<file path="config.mk">
export PLATFORM = sky130hd
export DESIGN_NAME = conv_relu_pool
export DESIGN_NICKNAME = d
export VERILOG_FILES = /design/src/rtl/conv_relu_pool.sv
export SDC_FILE = /design/constraint.sdc
export NUM_CORES = 1
export LEC_CHECK = 0
export CAP_MARGIN = 20
export CORE_MARGIN = 10
export CORE_UTILIZATION = 45
export DETAILED_ROUTE_END_ITERATION = 12
export SYNTH_ARGS = -nofsm -noshare
export SYNTH_HDL_FRONTEND = slang
export SYNTH_SLANG_ARGS = --single-unit
</file>
<file path="constraint.sdc">
create_clock -name clk -period 5.7 [get_ports clk]
set_clock_uncertainty 0.05 [all_clocks]
set_input_delay 1.14 -clock clk [delete_from_list [all_inputs] [get_ports clk]]
set_output_delay 1.14 -clock clk [all_outputs]
set_load 0.03 [all_outputs]
</file>
<file path="src/rtl/conv_relu_pool.sv">
// Bias + ReLU + requantize stage followed by a streaming 2x2 max-pool.
// Pooled bytes come out two cycles after the input that closes each window.
module conv_relu_pool #(
  parameter int IN_W  = 21,
  parameter int MAP_W = 26,
  parameter int MAP_H = 26,
  parameter int SHIFT = 8
) (
  input  logic            clk,
  input  logic            rst_n,
  input  logic            clr,
  input  logic [IN_W-1:0] dot,
  input  logic            dot_valid,
  input  logic [15:0]     bias,
  output logic [7:0]      pool_data,
  output logic            pool_valid,
  output logic            frame_done
);

  localparam int SUM_W  = ((IN_W > 16) ? IN_W : 16) + 1;
  localparam int HALF_W = MAP_W / 2;
  localparam int COL_W  = (MAP_W > 1) ? $clog2(MAP_W) : 1;
  localparam int ROW_W  = (MAP_H > 1) ? $clog2(MAP_H) : 1;
  localparam int IDX_W  = (HALF_W > 1) ? $clog2(HALF_W) : 1;

  logic [SUM_W-1:0] sum;
  logic [SUM_W-1:0] shifted;
  logic [7:0]       q_next;
  logic [7:0]       q;
  logic             q_valid;

  logic [COL_W-1:0] col;
  logic [ROW_W-1:0] row;
  logic [7:0]       hmax;
  logic [7:0]       pair;
  logic [7:0]       pooled;
  logic [7:0]       lb_rd;
  logic [IDX_W-1:0] lb_idx;
  logic             last_col;
  logic             last_row;
  logic [7:0]       line_buf [HALF_W];

  // Sign-extend both operands to a width where the add cannot overflow.
  always_comb begin
    sum     = {{(SUM_W-IN_W){dot[IN_W-1]}}, dot} + {{(SUM_W-16){bias[15]}}, bias};
    shifted = sum >> SHIFT;
    q_next  = 8'd0;
    if (sum[SUM_W-1] || (sum == '0)) begin
      q_next = 8'd0;
    end else if (|shifted[SUM_W-1:8]) begin
      q_next = 8'hFF;
    end else begin
      q_next = shifted[7:0];
    end
  end

  always_ff @(posedge clk) begin
    if (!rst_n) begin
      q       <= 8'd0;
      q_valid <= 1'b0;
    end else if (clr) begin
      q_valid <= 1'b0;
    end else begin
      q_valid <= dot_valid;
      if (dot_valid) begin
        q <= q_next;
      end
    end
  end

  always_comb begin
    lb_idx   = IDX_W'(col >> 1);
    lb_rd    = line_buf[lb_idx];
    pair     = (q > hmax) ? q : hmax;
    pooled   = (lb_rd > pair) ? lb_rd : pair;
    last_col = (col == COL_W'(MAP_W - 1));
    last_row = (row == ROW_W'(MAP_H - 1));
  end

  always_ff @(posedge clk) begin
    if (!rst_n) begin
      col        <= '0;
      row        <= '0;
      hmax       <= 8'd0;
      pool_data  <= 8'd0;
      pool_valid <= 1'b0;
      frame_done <= 1'b0;
    end else if (clr) begin
      col        <= '0;
      row        <= '0;
      hmax       <= 8'd0;
      pool_valid <= 1'b0;
      frame_done <= 1'b0;
    end else begin
      pool_valid <= 1'b0;
      frame_done <= 1'b0;
      if (q_valid) begin
        if (!col[0]) begin
          hmax <= q;
        end else if (row[0]) begin
          pool_data  <= pooled;
          pool_valid <= 1'b1;
          frame_done <= last_row && last_col;
        end
        if (last_col) begin
          col <= '0;
          row <= last_row ? '0 : row + 1'b1;
        end else begin
          col <= col + 1'b1;
        end
      end
    end
  end

  // Never cleared: every entry is rewritten on an even row before it is read.
  always_ff @(posedge clk) begin
    if (rst_n && !clr && q_valid && col[0] && !row[0]) begin
      line_buf[lb_idx] <= pair;
    end
  end

endmodule

</file>
==> impl_metrics.yaml <==
logic_synthesis:
  yosys.area_share.xor_xnor_pct: 1.98
  synth.cell_area_mm2: 0.00708
  synth_cells: 550
  synth-main-ff-cell: "edfxtp_1"
  yosys-top-cells-area: "edfxtp_1 (44%), dfxtp_1 (12%), mux4_2 (9.5%)"
  ys_async_sr_fraction_pct: 0
  yosys_warnings: 0
  yosys.area.top_type: "edfxtp_1"
  yosys.area_share.simple_pct: 9.37
  synth_mux_area_share_pct: 11.2
  synth_edf_count: 104
  synth_compound_area_share_pct: 11.5
  synth_top_family_by_area: "compound AO/OA/AOI/OAI gates"
  netlist.area_leader.share_pct: 44.1
  syn_nets: 633
  yosysSeqAreaShare_pct: 55.7
  synth.distinct_cells: 55
  synthAdderAreaFrac_pct: 7.53
  ys_ff_latch: 145
  syn_avg_cell_area_um2: 12.9
clock_tree:
  cts_buffers: 17
  insertion_delay_ns: 0.43
  clk_path_buf_depth: 2
  post_cts_buffers: 0
  cts_tree: "built"
  cts_sinks: 145
  cts_resized: 0
  clk_pin_slew_ns: 0.06
  htree_num_levels: 4
  cts-root-buf: "clkbuf_16"
  ctsHoldBuffers: 0
power:
  switchingPower_uw: 591
  ir_drop_v: 0.000243
  p_leak_uw: 0.00286
  power_density_mw_per_mm2: 292
  power_frac_clock_pct: 42.7
  pwr-share-seq_pct: 47.1
  combinationalPowerShare_pct: 10.3
  p_int_uw: 1840
  swShare_pct: 24.3
worst_setup_path:
  start_kind: "input pin"
  r2r_start: "hmax[1]$_SDFFE_PP0P_"
  critPathMaxFanout: 8
  crit_type: "in2reg"
  cp_data_arrival_time_ns: 4.27
  worstReg2RegEnd: "pool_data[5]$_SDFFE_PN0P_"
  cp-end-kind: "register"
  startpoint: "dot[0]"
  crit_path_end: "q[6]$_SDFFE_PN0P_"
  r2r_cells: 19
  required_ns: 5.93
  r2r_slack_ns: 1.75
route:
  drt-initial-drc-count: 274
  drt-total-wl_mm: 16.2
  vias: 4687
  route.detailed.drc: 0
  viasPerCell: 5.69
  postRouteAntennaNets: 0
  drt_pass1_iterations: 4
  wl_per_cell_um: 19.6
job:
  maxCapViolCount: 0
timing:
  worstMarginPinSlew_ns: 0.963
  clock.fmax_mhz: 247
  slew_headroom_pct: 35.5
  drv_slew: 0
  min_period_ns: 4.04
  finalSetupViolCount: 0
  setup_tns_ns: 0
  rsz0062_at_grt: "false"
  fin_crit_sh_pct: 70.9
  hold_viol: 0
worst_hold_path:
  hp-start: "pool_data[0]$_SDFFE_PN0P_"
  hold_path_depth: 2
  hp-class: "reg2reg"
layout:
  layout_commonest_cell: "edfxtp_1"
  drive_above_1_share_pct: 13.2
  area_delta_synth_final_pct: 17.9
  fillerInstances: 1313
  final_cells: 824
  multi_input_comb_area_mm2: 0.00294
  regArea_mm2: 0.00394
  antenna_cells: 0
  nNetsFinal: 684
  mostFrequentLayoutCells: "edfxtp_1 (104), clkdlybuf4s50_1 (50), nand2_1 (46)"
floorplan:
  top_level_ports: 51
  core_mm2: 0.0153
  initial_core_util_pct: 46.2
  die_w_um: 145
  num_rows: 45
  die_y_um: 145
  die-area_mm2: 0.0211
place:
  dp_hpwl_mm: 11.5
  dp.cells: 793
  gp_congestion: 0.838
  port_buffers: 50
global_routing:
  grt_antenna_before_repair: 0
  grt_max_degree: 25
  grt_util_all_layers_pct: 15.6
  grt-ovfl-total: 0
  grt_pass1_wl_mm: 26.1
  grt_pass1_vias: 4820
outcome:
  status: "finished, final reports clean"
-- logic make-up (layout without fill, tap and decap cells) --
family / after synthesis / after routing
flops: 145 / 145
simple gates: 138 / 138
compound gates: 118 / 118
buf+inv: 50 / 113
fa+ha+maj: 42 / 42
mux: 41 / 41
xor+xnor: 16 / 16
-- per-layer routing --
| layer | vias to the layer above | part of all wire, % | GRT usage (%) |
|---|---|---|---|
| li1 | 2223 | - | - |
| met1 | 2339 | 43 | 19.1 |
| met2 | 113 | 51 | 26.8 |
| met3 | 12 | 4.6 | 4.35 |
| met4 | 0 | 0.67 | 3.94 |
| met5 | - | 0 | 0 |
-- power by group through the flow --
| stage | clock network, µW | registers (µW) | logic (µW) |
|---|---|---|---|
| global route | 1100 | 1150 | 278 |
| CTS | 1050 | 1150 | 250 |
| finish | 1040 | 1150 | 250 |
| global placement | 0 | 1170 | 241 |
| floorplan | 0 | 1160 | 171 |
| detailed placement | 0 | 1170 | 247 |
-- layout make-up --
class | instances | share of cell area (%)
Tap cell | 211 | 3.16
Clock buffer | 18 | 5.14
Sequential cell | 145 | 47.3
Clock inverter | 13 | 1.35
Inverter | 24 | 1.08
Timing Repair Buffer | 58 | 6.72
Multi-Input combinational cell | 355 | 35.3
-- synthesized netlist by cell type (all sizes together) (5+ instances only) --
cell type,count
nor2,35
inv,23
dfxtp,41
nand2,46
mux4,30
a21o,8
and2,5
nor3,10
nor2b,9
a21oi,37
o21ai,18
nand4,10
buf,7
a32oi,12
xor2,12
edfxtp,104
clkbuf,19
a31oi,6
ha,41
nand2b,8
o31ai,7
mux2,8
a211oi,5
-- stage by stage --
stage	power, µW	utilization, %	hold slack (ns)	instance area (µm²)	worst slack, ns
final	2430	54.5	0.413	8340	1.66
after global routing	2520	54.5	0.449	8340	1.43
after CTS	2440	54.5	0.421	8340	1.67
after detailed placement	1410	50.9	0.405	7800	1.25
after global placement	1410	50.9	0.390	7800	1.28
after floorplan	1330	-	0.397	7080	1.87
-- how the worst min path moves through the flow --
stage	end	slack, ns
2_1_floorplan	hmax[1]$_SDFFE_PP0P_	0.40
3_5_place_dp	pool_data[6]$_SDFFE_PN0P_	0.40
5_1_grt	hmax[2]$_SDFFE_PP0P_	0.45
3_3_place_gp	pool_data[0]$_SDFFE_PN0P_	0.39
6_report	pool_data[0]$_SDFFE_PN0P_	0.41
4_1_cts	hmax[3]$_SDFFE_PP0P_	0.42
-- flip-flops by register name, summed over array words and instances, names as in the netlist, named ones only --
name        count
line_buf      104
hmax            8
pool_data       8
q               8
col             5
row             5
frame_done      1
pool_valid      1
q_valid         1
-- critical path: stages --
cell	delay, ns
clkdlybuf4s50_1	0.40
ha_1	0.22
fa_1	0.38
a211oi_2	0.23
o21bai_1	0.12
a221o_1	0.37
a31oi_4	0.23
nor3_2	0.07
or4_4	0.53
a311oi_4	0.40
a41oi_1	0.18
No activity file was read; power rests on OpenSTA's default activity.
